$ cat config.mk
export PLATFORM = sky130hd
export DESIGN_NAME = multicycle_fsm_ctrl
export DESIGN_NICKNAME = d
export VERILOG_FILES = /design/src/rtl/multicycle_pkg.sv /design/src/rtl/alu_decoder.sv /design/src/rtl/multicycle_fsm_ctrl.sv
export SDC_FILE = /design/constraint.sdc
export NUM_CORES = 1
export LEC_CHECK = 0
export BUFFER_PORTS_ARGS = -buffer_cell sky130_fd_sc_hd__buf_2
export CORE_ASPECT_RATIO = 0.6
export CORE_UTILIZATION = 31
export CTS_CLUSTER_SIZE = 8
export DETAILED_ROUTE_END_ITERATION = 8
export PLACE_DENSITY = 0.7
export SYNTH_ARGS = -nofsm -noshare
export SYNTH_HDL_FRONTEND = slang
export SYNTH_SLANG_ARGS = --single-unit
$ cat constraint.sdc
create_clock -name clk -period 3.7 [get_ports clk]
set_clock_uncertainty 0.05 [all_clocks]
set_input_delay 0.37 -clock clk [delete_from_list [all_inputs] [get_ports clk]]
set_output_delay 0.37 -clock clk [all_outputs]
set_load 0.02 [all_outputs]
$ cat src/rtl/multicycle_pkg.sv
// Shared encodings for the multicycle controller and its datapath: opcodes,
// funct fields, ALU operation codes and the FSM state encoding.
package multicycle_pkg;

    localparam logic [6:0] OP_RTYPE  = 7'b0110011;
    localparam logic [6:0] OP_ITYPE  = 7'b0010011;
    localparam logic [6:0] OP_LOAD   = 7'b0000011;
    localparam logic [6:0] OP_STORE  = 7'b0100011;
    localparam logic [6:0] OP_BRANCH = 7'b1100011;

    localparam logic [2:0] F3_ADD = 3'b000;
    localparam logic [2:0] F3_SLL = 3'b001;
    localparam logic [2:0] F3_SLT = 3'b010;
    localparam logic [2:0] F3_XOR = 3'b100;
    localparam logic [2:0] F3_SR  = 3'b101;
    localparam logic [2:0] F3_OR  = 3'b110;
    localparam logic [2:0] F3_AND = 3'b111;
    localparam logic [2:0] F3_BEQ = 3'b000;

    localparam logic [6:0] F7_BASE = 7'b0000000;
    localparam logic [6:0] F7_ALT  = 7'b0100000;

    localparam logic [3:0] ALUOP_AND = 4'b0000;
    localparam logic [3:0] ALUOP_OR  = 4'b0001;
    localparam logic [3:0] ALUOP_ADD = 4'b0010;
    localparam logic [3:0] ALUOP_SUB = 4'b0110;
    localparam logic [3:0] ALUOP_SLT = 4'b0111;
    localparam logic [3:0] ALUOP_SRL = 4'b1000;
    localparam logic [3:0] ALUOP_SLL = 4'b1001;
    localparam logic [3:0] ALUOP_SRA = 4'b1010;
    localparam logic [3:0] ALUOP_XOR = 4'b1101;

    typedef enum logic [2:0] {
        S_IF   = 3'd0,
        S_ID   = 3'd1,
        S_EX   = 3'd2,
        S_MEM  = 3'd3,
        S_WB   = 3'd4,
        S_TRAP = 3'd7
    } state_e;

    function automatic logic is_legal_op(input logic [6:0] op);
        return (op == OP_RTYPE) || (op == OP_ITYPE) || (op == OP_LOAD) ||
               (op == OP_STORE) || (op == OP_BRANCH);
    endfunction

    // funct3 mapping shared by R-type (funct7 = base) and I-type arithmetic.
    function automatic logic [3:0] base_alu_op(input logic [2:0] f3);
        case (f3)
            F3_ADD:  return ALUOP_ADD;
            F3_SLL:  return ALUOP_SLL;
            F3_SLT:  return ALUOP_SLT;
            F3_XOR:  return ALUOP_XOR;
            F3_SR:   return ALUOP_SRL;
            F3_OR:   return ALUOP_OR;
            F3_AND:  return ALUOP_AND;
            default: return ALUOP_AND;
        endcase
    endfunction

endpackage

$ cat src/rtl/alu_decoder.sv
// Combinational ALU operation decode from opcode/funct3/funct7.
// Unrecognised encodings produce the AND code (0000).
module alu_decoder
    import multicycle_pkg::*;
(
    input  logic [6:0] opcode,
    input  logic [2:0] funct3,
    input  logic [6:0] funct7,
    output logic [3:0] alu_ctrl
);

    always_comb begin
        alu_ctrl = ALUOP_AND;
        case (opcode)
            OP_LOAD, OP_STORE: alu_ctrl = ALUOP_ADD;
            OP_BRANCH: begin
                if (funct3 == F3_BEQ) alu_ctrl = ALUOP_SUB;
            end
            OP_RTYPE: begin
                if (funct7 == F7_BASE) begin
                    alu_ctrl = base_alu_op(funct3);
                end else if (funct7 == F7_ALT) begin
                    if (funct3 == F3_ADD) alu_ctrl = ALUOP_SUB;
                    else if (funct3 == F3_SR) alu_ctrl = ALUOP_SRA;
                end
            end
            // Immediate shifts carry shamt/funct7 in the immediate; only R-type selects SRA.
            OP_ITYPE: alu_ctrl = base_alu_op(funct3);
            default: ;
        endcase
    end

endmodule

$ cat src/rtl/multicycle_fsm_ctrl.sv
// Multicycle IF/ID/EX/MEM/WB control FSM with sticky trap causes and a MEM wait timeout.
// Define MULTICYCLE_PERF_EN to build the cycle/instret performance counters.
module multicycle_fsm_ctrl
    import multicycle_pkg::*;
#(
    parameter int unsigned WAIT_TIMEOUT = 16,
    parameter int unsigned CNT_W        = 32
) (
    input  logic             clk,
    input  logic             rst,
    input  logic [31:0]      instr,
    input  logic             iReady,
    input  logic             dReady,
    input  logic             Zero,
    output logic             MemRead,
    output logic             MemWrite,
    output logic             RegWrite,
    output logic             loadPC,
    output logic             ALUSrc,
    output logic             MemToReg,
    output logic             PCSrc,
    output logic [3:0]       ALUCtrl,
    output logic [2:0]       state,
    output logic             illegal,
    output logic             bus_err,
    output logic [CNT_W-1:0] cycle_cnt,
    output logic [CNT_W-1:0] instret_cnt
);

    // The counter only has to reach WAIT_TIMEOUT-1: that cycle either traps or completes.
    localparam int unsigned    TO_W    = (WAIT_TIMEOUT < 2) ? 1 : $clog2(WAIT_TIMEOUT);
    localparam logic [TO_W-1:0] TO_LAST = TO_W'(WAIT_TIMEOUT - 1);
    localparam bit             TO_EN   = (WAIT_TIMEOUT != 0);

    state_e            state_q, state_d;
    logic [31:0]       ir_q, ir_d;
    logic [TO_W-1:0]   to_cnt_q, to_cnt_d;
    logic              illegal_q, illegal_d;
    logic              bus_err_q, bus_err_d;

    logic [6:0] opcode;
    logic       is_rtype, is_itype, is_load, is_store, is_branch;
    logic       ir_unused;

    assign opcode    = ir_q[6:0];
    assign is_rtype  = (opcode == OP_RTYPE);
    assign is_itype  = (opcode == OP_ITYPE);
    assign is_load   = (opcode == OP_LOAD);
    assign is_store  = (opcode == OP_STORE);
    assign is_branch = (opcode == OP_BRANCH);
    assign ir_unused = ^{ir_q[24:15], ir_q[11:7]};

    always_ff @(posedge clk or negedge rst) begin
        if (!rst) begin
            state_q   <= S_IF;
            ir_q      <= '0;
            to_cnt_q  <= '0;
            illegal_q <= 1'b0;
            bus_err_q <= 1'b0;
        end else begin
            state_q   <= state_d;
            ir_q      <= ir_d;
            to_cnt_q  <= to_cnt_d;
            illegal_q <= illegal_d;
            bus_err_q <= bus_err_d;
        end
    end

    always_comb begin
        state_d   = state_q;
        ir_d      = ir_q;
        to_cnt_d  = to_cnt_q;
        illegal_d = illegal_q;
        bus_err_d = bus_err_q;
        MemRead   = 1'b0;
        MemWrite  = 1'b0;
        RegWrite  = 1'b0;
        loadPC    = 1'b0;
        case (state_q)
            S_IF: begin
                if (iReady) begin
                    ir_d    = instr;
                    state_d = S_ID;
                end
            end
            S_ID: begin
                if (is_legal_op(opcode)) begin
                    state_d = S_EX;
                end else begin
                    state_d   = S_TRAP;
                    illegal_d = 1'b1;
                end
            end
            S_EX: begin
                if (is_load || is_store) begin
                    state_d  = S_MEM;
                    to_cnt_d = '0;
                end else begin
                    state_d = S_WB;
                end
            end
            S_MEM: begin
                MemRead  = is_load;
                MemWrite = is_store;
                // A completing handshake beats a timeout landing in the same cycle.
                if (dReady) begin
                    state_d = S_WB;
                end else if (TO_EN && (to_cnt_q == TO_LAST)) begin
                    state_d   = S_TRAP;
                    bus_err_d = 1'b1;
                end else begin
                    to_cnt_d = to_cnt_q + TO_W'(1);
                end
            end
            S_WB: begin
                loadPC   = 1'b1;
                RegWrite = is_rtype || is_itype || is_load;
                state_d  = S_IF;
            end
            S_TRAP: ;
            default: state_d = S_TRAP;
        endcase
    end

    alu_decoder u_alu_decoder (
        .opcode   (opcode),
        .funct3   (ir_q[14:12]),
        .funct7   (ir_q[31:25]),
        .alu_ctrl (ALUCtrl)
    );

    assign ALUSrc   = is_itype || is_load || is_store;
    assign MemToReg = is_load;
    assign PCSrc    = is_branch && Zero;
    assign state    = state_q;
    assign illegal  = illegal_q;
    assign bus_err  = bus_err_q;

`ifdef MULTICYCLE_PERF_EN
    logic [CNT_W-1:0] cycle_cnt_q, cycle_cnt_d;
    logic [CNT_W-1:0] instret_cnt_q, instret_cnt_d;

    always_comb begin
        cycle_cnt_d   = cycle_cnt_q;
        instret_cnt_d = instret_cnt_q;
        if (state_q != S_TRAP) cycle_cnt_d = cycle_cnt_q + CNT_W'(1);
        if (state_q == S_WB) instret_cnt_d = instret_cnt_q + CNT_W'(1);
    end

    always_ff @(posedge clk or negedge rst) begin
        if (!rst) begin
            cycle_cnt_q   <= '0;
            instret_cnt_q <= '0;
        end else begin
            cycle_cnt_q   <= cycle_cnt_d;
            instret_cnt_q <= instret_cnt_d;
        end
    end

    assign cycle_cnt   = cycle_cnt_q;
    assign instret_cnt = instret_cnt_q;
`else
    assign cycle_cnt   = '0;
    assign instret_cnt = '0;
`endif

endmodule
Word level (Yosys, flattened, before mapping) --
Cells that the tools add are included.
Word-level totals: bits in registers 41, latch bits 0, RAM bits 0, memory bits (read-only) 0, output and inout port bits 80, memories 0
Operators by class: $add $sub $neg 1, multiply operators 0, div/mod/pow operators 0, $lt $le $gt $ge 0, equal/unequal tests 22, shift-type cells 0, multiplexer cells 21, bitwise gates (word level) 3, reductions and logical operators 18
Operators with widths (count):
- $mux 4 | 7
- $pmux 4 s6 | 1
- $eq 7x6->1 const B | 3
- $mux 3 | 6
- $pmux 3 s6 | 1
- $pmux 4 s4 | 1
- $eq 3x3->1 const B | 5
- $eq 3x2->1 const B | 3
- $ne 2x2->1 const B | 4
- $pmux 4 s2 | 1
- $eq 7x2->1 const B | 1
- $eq 7x5->1 const B | 1
- $eq 7x7->1 const B | 1
- $logic_not 7->1 | 1
- $logic_or 1x1->1 | 7
- $eq 3x1->1 const B | 2
- $logic_not 3->1 | 2
- $reduce_and 3->1 | 2
- $add 4x1->4 const B | 1
- $eq 4x4->1 const B | 1
- $mux 1 | 4
- $reduce_and 2->1 | 2
- $reduce_and 4->1 | 1
- $ne 3x3->1 const B | 1
- 4 further kinds | 6

Depth between registers and ports, before layout --
depth after elaboration 7, gate-level depth with buffers 6, gate-level depth less buffers 5

Hierarchy --
Synthesis repeated with hierarchy kept, for this count alone.
Unflattened totals: cells, all modules 194, area total of the unflattened synthesis 2001.9 µm²
By module, submodules not included:
- multicycle_fsm_ctrl | times used 1, cells each 170, area an instance 1778.0 µm²
- alu_decoder | times used 1, cells each 24, area an instance 224.0 µm²

Worst setup path before layout --
Ideal clock, no wire load.
path type register -> output, from register state_q[0], in the netlist state[0], to output MemRead, arrival 1.731 ns, data required time 3.280 ns, slack 1.549 ns, cell stages (with the launch flop) 5, buffers on the path 1, cell sequence dfrtp_1 > clkbuf_1 > nor2b_1 > nand2_1 > nor4_1
On the way: longest elaborated chain between the ends 2
Ends and longest elaborated chain:
- start, declared | RTL line multicycle_fsm_ctrl.sv:35 | state_e state_q, state_d;
- start signal, assigned | RTL line multicycle_fsm_ctrl.sv:61 | state_q <= state_d;
- $eq 3x2->1 | RTL line multicycle_fsm_ctrl.sv:79 | case (state_q)
- $mux 1 | RTL line multicycle_fsm_ctrl.sv:79
- end, declared | RTL line multicycle_fsm_ctrl.sv:15 | output logic MemRead,
No other way between the ends.

Worst setup path in the final report --
from register ir_q[26], to output ALUCtrl[1]
On the way: longest elaborated chain between the ends 4, elaborated cells between the ends (all ways) 5, classes of those cells eq/ne (1); mux (3); reduce/logical (1)
Ends and longest elaborated chain:
- start, declared | RTL line multicycle_fsm_ctrl.sv:36 | logic [31:0] ir_q, ir_d;
- start signal, assigned | RTL line multicycle_fsm_ctrl.sv:62 | ir_q <= ir_d;
- $eq 7x6->1 | RTL line alu_decoder.sv:22 | end else if (funct7 == F7_ALT) begin
- $mux 4 | RTL line alu_decoder.sv:22
- $mux 4 * | RTL line alu_decoder.sv:20 | if (funct7 == F7_BASE) begin
- $pmux 4 s4 * | RTL line alu_decoder.sv:14 | case (opcode)
- end, declared | RTL line multicycle_fsm_ctrl.sv:22 | output logic [3:0] ALUCtrl,
Mark *: on every way between the ends. The rest lies on a longest branch, timed or not.

==> metrics.yaml <==
status: "completed"
placementRows: 21
synth_compound_area_share_pct: 10.1
drt_iter0_drc: 86
clk_path_buf_depth: 2
numCtsBuffers: 3
synth_top_area_share_pct: 34.3
synth.area.mux_share_pct: 8.90
grt_usage_pct: 11.0
yosys.area_share.adder_pct: 0.659
postCtsSetupBuffers: 0
hold_class: "input pin to async pin"
synth_area_mm2: 0.00190
ant_nets: 0
period_needed_ns: 2.43
ir_worst_vdd_uv: 175
grt_use_met2_pct: 15.5
synth-xor-area-share_pct: 0.461
die_x_um: 103
cts_hold_buf: 0
totalWireLength_um: 3540
cts_resized: 0
dp_slack_ns: 1.56
ys_ff_latch: 26
vias: 1337
critPathSlowestCell: "or4_1"
postSynth.asyncResetShare_pct: 100
gr-usage-met1_pct: 16.6
path_class: "register to output pin"
grt_start_max_net_pins: 27
dieArea_mm2: 0.00645
crit_path_end_kind: "output pin"
cts-root-buf: "clkbuf_8"
total_power_mw: 0.658
synth_area_leader_cell: "dfrtp_1"
hold_slack_ns: 0.0516
core_mm2: 0.00573
setup_ws_ns: 1.27
post-dp-hpwl_um: 2760
max_stage_delay_ns: 0.52
die_h_um: 62.6
syn_inst: 205
grt_pass1_vias: 1105
fin_tns_setup_ns: 0
dp_cells: 314
antenna_found_initial: 0
synth_edf_count: 0
clock-sinks: 26
final_cell_mix: "64 x conb_1, 37 x buf_2, 26 x dfrtp_1"
r2r-start: "state[1]"
met3_usage_pct: 3.24
initial_utilization_pct: 33.1
drive_gt1_share_pct: 26.1
syn_area_per_cell_um2: 9.26
hold_viol_final: 0
period_share_pct: 65.6
leakagePower_nw: 0.960
netlist-cell-type-count: 39
ys.flop_type: "dfrtp_1"
antenna_cells: 0
nNetsFinal: 277
yosysWarnings: 0
final_cells: 318
clkSlewWorstSetupHoldPaths_ns: 0.09
slew_headroom_pct: 45.8
crit_path_max_fanout: 4
max_freq_ghz: 0.412
cp-startpoint: "ir_q[26]"
tightest_slew_ns: 0.813
synth_top_family_by_area: "buffers and inverters"
power-per-cell-area_mw_per_mm2: 338
path_cells: "nor4_2, nand2_1, or4_1, a21oi_1, buf_2"
drt-wirelength-per-cell_um: 11.1
grt_overflow: 0
start_kind: "register"
synthSimpleGateAreaFrac_pct: 16.3
maxCapViolCount: 0
io_buffers: 37
final_common_cell: "conb_1"
area_growth_syn_to_layout_pct: 2.51
via_per_inst: 4.20
cp.arrival_ns: 2.01
top_usage_layer: "met1"
crit_family: "simple AND/OR/NAND/NOR gates"
rsz0062_at_grt: "false"
finalMaxSlewViolations: 0
ys_seq_area_share_pct: 34.3
worstSkewPairLatency_ns: 0.26
grt_pass1_wl_um: 5550
cts_htree_levels: 1
setup_viol_count_final: 0
first_pass_iters: 4
cts_tree: "done"
crit_buf_inv: 1
drc: 0
synthTopCellsByArea: "dfrtp_1 34%, buf_4 25%, mux2_2 8.9%"
gp_congestion: 0.796
worstPathRequired_ns: 3.28
io_pins: 117
-- metrics by stage --
step	area [um2]	util [%]
floorplan	2130	-
global placement	1890	33.0
detailed placement	1890	33.0
CTS	1950	34.0
global route	1950	34.0
finish	1950	34.0
-- worst reg2reg max path, cell delays in order, from the launching register on --
cell and delay (ns):
dfrtp_1 0.52, nor2_1 0.20, and3_1 0.71, mux2_2 0.43
-- power by group --
group | switching [mW] | internal, mW
Sequential | 0.0318 | 0.309
Combinational | 0.0944 | 0.0408
Clock | 0.0875 | 0.0950
Total | 0.214 | 0.445
-- final timing paths --
path                                     to  slack, ns  cells after the start
worst min-delay path               ir_q[28]       0.05                      1
min in group clk                   ir_q[30]       0.25                      3
worst min register to register      illegal       0.43                      1
worst max-delay path             ALUCtrl[1]       1.27                      5
max in group asynchronous       to_cnt_q[0]       3.15                      1
worst max register to register      ir_q[0]       1.69                      3
-- state kept, by name (all words and copies together), names as in the netlist --
signal	flops
bus_err	1
illegal	1
state	3
to_cnt_q	4
ir_q	17
-- synthesized netlist by cell type (2+ instances only) --
library cell and count:
nand2_1 12, buf_4 64, nand3b_1 2, inv_1 6, clkbuf_1 3, o21ai_0 7
and3_1 2, mux2_2 15, buf_2 2, nor2_1 8, and4_1 2, a31oi_1 2
clkbuf_8 2, nand3_1 4, and4bb_2 2, dfrtp_1 26, nor2b_1 2, o22ai_1 3
nor3_1 11, a21oi_1 11
-- layout make-up --
cell class	count	area [um2]
timing repair buffer	37	185
inverter	6	22.5
fill	620	3780
multi-input combinational	165	932
sequential	26	651
clock buffer	4	55.1
tap	80	100
-- cells by family after synthesis --
family | count (synthesis)
mux | 15
fa+ha+maj | 1
xor+xnor | 1
simple gates | 54
compound gates | 30
other cells | 1
flops | 26
buf+inv | 77
-- routing by layer --
metal	share of wire, %	vias up
li1	-	650
met1	48	640
met2	46	45
met3	5.6	2
met4	0.20	0
met5	0	-
(Power assumes the default switching activity.)
